## config.mk

```make
export PLATFORM = sky130hd
export DESIGN_NAME = mem_port_arbiter
export DESIGN_NICKNAME = d
export VERILOG_FILES = /design/src/rtl/mem_port_arbiter.sv
export SDC_FILE = /design/constraint.sdc
export NUM_CORES = 1
export LEC_CHECK = 0
export CORE_AREA = 8 8 166 168
export CTS_CLUSTER_DIAMETER = 40
export DETAILED_ROUTE_END_ITERATION = 12
export DIE_AREA = 0 0 174 176
export PLACE_DENSITY = 0.72
export SLEW_MARGIN = 30
export SYNTH_ARGS = -nofsm -noshare
export SYNTH_HDL_FRONTEND = slang
export SYNTH_SLANG_ARGS = --single-unit
```

## constraint.sdc

```tcl
create_clock -name clk -period 1.6 [get_ports clk]
set_input_delay 0.16 -clock clk [delete_from_list [all_inputs] [get_ports clk]]
set_output_delay 0.16 -clock clk [all_outputs]
set_load 0.1 [all_outputs]
```

## src/rtl/mem_port_arbiter.sv

```systemverilog
// rtl/mem_port_arbiter.sv - round-robin arbiter sharing one memory port among NUM_PORTS requesters
// Optional alignment checking is enabled by defining MEM_ARB_MISALIGN_CHECK_EN.
module mem_port_arbiter #(
    parameter int NUM_PORTS   = 2,
    parameter int ADDR_WIDTH  = 32,
    parameter int DATA_WIDTH  = 64,
    parameter int MEM_LATENCY = 1
) (
    input  logic                            clk,
    input  logic                            rst,
    input  logic [NUM_PORTS-1:0]            req_valid,
    output logic [NUM_PORTS-1:0]            req_ready,
    input  logic [NUM_PORTS-1:0]            req_we,
    input  logic [NUM_PORTS*ADDR_WIDTH-1:0] req_addr,
    input  logic [NUM_PORTS*DATA_WIDTH-1:0] req_wdata,
    input  logic [NUM_PORTS*3-1:0]          req_width,
    output logic [NUM_PORTS-1:0]            rsp_valid,
    output logic [DATA_WIDTH-1:0]           rsp_rdata,
    output logic                            rsp_error,
    output logic                            mem_read_en,
    output logic                            mem_write_en,
    output logic [ADDR_WIDTH-1:0]           mem_addr,
    output logic [DATA_WIDTH-1:0]           mem_write_data,
    output logic [2:0]                      mem_width,
    input  logic [DATA_WIDTH-1:0]           mem_data_fetched,
    output logic                            busy
);

    localparam int IDX_W = (NUM_PORTS > 1) ? $clog2(NUM_PORTS) : 1;
    localparam int CNT_W = (MEM_LATENCY > 1) ? $clog2(MEM_LATENCY) : 1;
    localparam logic [NUM_PORTS-1:0] ONE = NUM_PORTS'(1);

    typedef enum logic [1:0] {IDLE, ISSUE, WAIT, RESP} state_t;

    state_t                 state;
    logic [IDX_W-1:0]       last_grant;
    logic [IDX_W-1:0]       grant_idx;
    logic                   grant_found;
    logic                   we_q;
    logic [CNT_W-1:0]       count;
    logic [ADDR_WIDTH-1:0]  sel_addr;
    logic [DATA_WIDTH-1:0]  sel_wdata;
    logic [2:0]             sel_width;
    logic                   sel_we;

    // Cyclic search starting just after the previous winner.
    always_comb begin
        int idx;
        idx         = 0;
        grant_idx   = last_grant;
        grant_found = 1'b0;
        for (int k = 1; k <= NUM_PORTS; k++) begin
            idx = int'(last_grant) + k;
            if (idx >= NUM_PORTS) idx = idx - NUM_PORTS;
            if (!grant_found && req_valid[IDX_W'(idx)]) begin
                grant_found = 1'b1;
                grant_idx   = IDX_W'(idx);
            end
        end
    end

    assign sel_addr  = req_addr[grant_idx*ADDR_WIDTH +: ADDR_WIDTH];
    assign sel_wdata = req_wdata[grant_idx*DATA_WIDTH +: DATA_WIDTH];
    assign sel_width = req_width[grant_idx*3 +: 3];
    assign sel_we    = req_we[grant_idx];

    assign req_ready = (state == IDLE && !rst && grant_found) ? (ONE << grant_idx) : '0;

`ifdef MEM_ARB_MISALIGN_CHECK_EN
    function automatic logic misaligned(input logic [2:0] width, input logic [2:0] addr);
        case (width[1:0])
            2'b01:   misaligned = addr[0];
            2'b10:   misaligned = |addr[1:0];
            2'b11:   misaligned = |addr[2:0];
            default: misaligned = 1'b0;
        endcase
    endfunction
`else
    assign rsp_error = 1'b0;
`endif

    always_ff @(posedge clk) begin
        if (rst) begin
            state          <= IDLE;
            last_grant     <= IDX_W'(NUM_PORTS - 1);
            we_q           <= 1'b0;
            count          <= '0;
            rsp_valid      <= '0;
            rsp_rdata      <= '0;
            mem_read_en    <= 1'b0;
            mem_write_en   <= 1'b0;
            mem_addr       <= '0;
            mem_write_data <= '0;
            mem_width      <= 3'b000;
            busy           <= 1'b0;
`ifdef MEM_ARB_MISALIGN_CHECK_EN
            rsp_error      <= 1'b0;
`endif
        end else begin
            case (state)
                IDLE: begin
                    if (grant_found) begin
                        last_grant     <= grant_idx;
                        busy           <= 1'b1;
                        we_q           <= sel_we;
                        mem_addr       <= sel_addr;
                        mem_write_data <= sel_wdata;
                        mem_width      <= sel_width;
`ifdef MEM_ARB_MISALIGN_CHECK_EN
                        if (misaligned(sel_width, sel_addr[2:0])) begin
                            state     <= RESP;
                            rsp_valid <= ONE << grant_idx;
                            rsp_rdata <= '0;
                            rsp_error <= 1'b1;
                        end else
`endif
                        begin
                            state        <= ISSUE;
                            mem_write_en <= sel_we;
                            mem_read_en  <= !sel_we;
                        end
                    end
                end
                ISSUE: begin
                    mem_write_en <= 1'b0;
                    mem_read_en  <= 1'b0;
                    if (we_q) begin
                        state     <= RESP;
                        rsp_rdata <= '0;
                        rsp_valid <= ONE << last_grant;
                    end else begin
                        state <= WAIT;
                        count <= CNT_W'(MEM_LATENCY - 1);
                    end
                end
                WAIT: begin
                    if (count == '0) begin
                        state     <= RESP;
                        rsp_rdata <= mem_data_fetched;
                        rsp_valid <= ONE << last_grant;
                    end else begin
                        count <= count - 1'b1;
                    end
                end
                RESP: begin
                    state     <= IDLE;
                    rsp_valid <= '0;
                    busy      <= 1'b0;
`ifdef MEM_ARB_MISALIGN_CHECK_EN
                    rsp_error <= 1'b0;
`endif
                end
                default: state <= IDLE;
            endcase
        end
    end

endmodule

```

==> results.md <==
* Clock skew at 11.9 ps
* Diode count at 0
* Synth unique cells at 32
* Post-Synth XOR/XNOR Area at 0.00236
* Number of synthesized flops with an enable pin at 0
* Number of buffers and inverters on the critical path at 2
* Cells after Synth at 717
* Final Cell Area at 0.0150 sq mm
* WL/cell at 20.3 microns
* Min Tclk post-route at 1650 ps
* Die area at 0.0306 sq mm
* Async SR Flop Fraction at 0
* Vias in the first global route at 7565
* Slew HR at 0.612
* Placeable Area at 0.0248 sq mm
* Clock Latency Late Sink at 420 ps
* Status: finished with violations
* CTS Sinks at 172
* Slowest cell on crit path: dfxtp_4
* CTS clk-pin slew, worst paths at 70 ps
* Critical path type: flip-flop to output port
* Max-capacitance violation count at 0
* Type of the worst min-delay path: input port to flip-flop
* Unrepaired setup endpoints after global routing: yes
* DR vias at 7288
* Mux contribution to synthesized area at 0.139
* Grt total ovfl at 0
* Main flop type after synthesis: dfxtp_1
* Min-Delay Endpoint: last_grant
* Failing checks: setup timing
* DP Cell Count at 1445
* Worst EP arrival at 1490 ps
* Antenna violations before repair at 0
* Max Slew Vio Count at 0
* WL final at 30.3 mm
* Top Family by Delay on Critical Path: flip-flops
* Worst Tran Pin Value at 583 ps
* Startpoint Class: flip-flop
* Sum Neg Setup Slack at -93.1 ps
* Global-route wire length before repair at 44.7 mm
* Final nets at 1425
* Ys Warns at 0
* Ports at 439
* GRT Resource Usage Total at 0.186
* Crit path required time at 1440 ps
* Leakage at 0.00607 uW
* Main combinational cell family by area after synthesis: compound AO/OA/AOI/OAI gates
* Layout area overhead at 101%
* Hold Crit Start: rst
* Syn_area_per_cell at 10.4 sq um
* Initial Utilization at 0.300
* CTS Buffer Depth at 2
* Post-synth net total at 991
* Worst R2R Path Depth at 8
* Max Fanout on Critical Path at 3
* Fmax at 606 MHz
* Layout cell share with drive strength beyond 1 at 0.302
* Critical R2R Capture: rsp_rdata[30]
* Final cell count without fillers at 1494
* CTS tree: done
* Flop2flop setup slack at 0 ps
* Die width at 174 microns
* Commonest non-fill, non-tap cell in the layout: clkdlybuf4s50_1
* Vias per cell at 4.88
* Worst setup EP type: output port
* Finish-stage setup viols at 6
* Post-DP Area at 0.0140 sq mm
* DRT antenna net count at 0
* Pre-CTS worst setup slack at -23.0 ps
* Final Hold Fails at 0
* Register area share after synthesis at 0.463
* Worst-case vdd ir drop at 0.957 mV
* DRT Pass-1 Iters at 4
* Initial drt markers at 310
* Final Power at 33100 uW
* CTS buffer count at 17
* Post-synthesis share of cell area spent on and, or, nand and nor gates at 0.0933
* H-tree depth at 4
* DP HPWL at 23.0 mm
* Setup ws final at -48.8 ps
* Drc violations at 0
* Core Rows at 58
* Min-Delay Path Depth at 3
* Post-synthesis compound-gate area fraction at 0.233
* CP max stage delay at 360 ps
* Worst r2r src: state[1]
* Root Buffer: clkbuf_16
* Commonest cells after routing, fill and taps aside: 265 x clkdlybuf4s50_1, 180 x buf_12, 169 x dfxtp_1
* Synth Cell Area at 0.00743 sq mm
* Die Height at 176 microns
* CP cell instances: inv_4, ha_4, and2_4, and3_4, buf_12
* Adder-cell share of the synthesized area at 0.0101
* P per Cell Area at 2210 mW/mm^2
* #FFs+latches synth at 172
* Final Cycle Share at 1.03
* Largest net degree at the start of global routing at 81
* Port bufs at 436
* Routability cong. at 0.810
## worst reg2reg max path: stages, from the launching register on
cell and delay, ps:
dfxtp_2 370, inv_4 50, buf_4 150, ha_4 180, mux2i_4 210, buf_12 160
buf_16 160, a32oi_2 160, nor2_1 50
## timing repair
action,in CTS,in global routing
gates cloned,2,3
hold buffers,2,0
setup buffers,9,2
pin swaps,1,0
resized for setup,10,20
endpoints found under the setup margin,22,84
hold endpoints to repair,6,0
## cell type report
cell class                      count  area [sq um]
Sequential cell                   172          3450
Tap cell                          330           413
Fill cell                        1974          9860
Clock buffer                       19           453
Inverter                            4          20.0
Multi-Input combinational cell    466          3710
Timing Repair Buffer              490          6770
Clock inverter                     13           143
## synthesized netlist by cell type, types with 2 or more instances
cell / number / area, sq um
a21oi_1: 4 / 20.0
nor2_1: 165 / 619
nor2b_1: 2 / 12.5
mux2i_1: 102 / 1020
a32oi_1: 64 / 561
o21ai_0: 4 / 20.0
inv_1: 4 / 15.0
a211oi_1: 30 / 225
nor3_1: 2 / 10.0
dfxtp_1: 172 / 3440
clkbuf_1: 24 / 90.1
buf_2: 26 / 130
ha_1: 6 / 75.1
buf_6: 3 / 33.8
clkbuf_4: 3 / 22.5
buf_4: 18 / 135
nand2_1: 3 / 11.3
xnor2_1: 2 / 17.5
a211oi_2: 70 / 876
## where the power goes
group | switching (uW) | internal, uW | leakage [uW]
clock | 1950 | 2310 | 0.000298
combinational | 13600 | 8350 | 0.00436
sequential | 1330 | 5540 | 0.00141
## stage by stage
stage | hold WS (ps) | utilization
6_report | 123 | 0.603
5_1_grt | 117 | 0.603
4_1_cts | 98.1 | 0.595
3_5_place_dp | 428 | 0.563
3_3_place_gp | 423 | 0.563
2_1_floorplan | 333 | -
## logic make-up after synthesis
group / Yosys count
compound gates: 176
xor+xnor: 2
fa+ha+maj: 6
buf+inv: 79
flops: 172
mux: 103
other cells: 1
simple gates: 178
## sequential cells by signal (all words and copies together) (netlist names)
| register | count |
|---|---|
| mem_read_en | 1 |
| busy | 1 |
| last_grant | 1 |
| mem_write_data | 64 |
| rsp_rdata | 64 |
| mem_addr | 32 |
| mem_width | 3 |
| rsp_valid | 2 |
| we_q | 1 |
| state | 2 |
| mem_write_en | 1 |
## worst max-delay path by stage
stage,start,end,slack [ps],cells after the start
2_1_floorplan,state[1],req_ready[1],0.7,4
5_1_grt,state[0],req_ready[0],-120,5
4_1_cts,state[0],req_ready[0],-80,5
3_3_place_gp,req_valid[0],mem_addr[27],60,6
3_5_place_dp,state[1],rsp_rdata[39],-20,6
6_report,state[0],req_ready[0],-50,5
## routing by layer
metal / share of wire / vias to the layer above / GRT usage
li1: - / 3498 / -
met1: 0.38 / 3466 / 0.200
met2: 0.51 / 299 / 0.327
met3: 0.095 / 25 / 0.0833
met4: 0.016 / 0 / 0.0485
met5: 0 / - / 0
(Power assumes the default switching activity.)
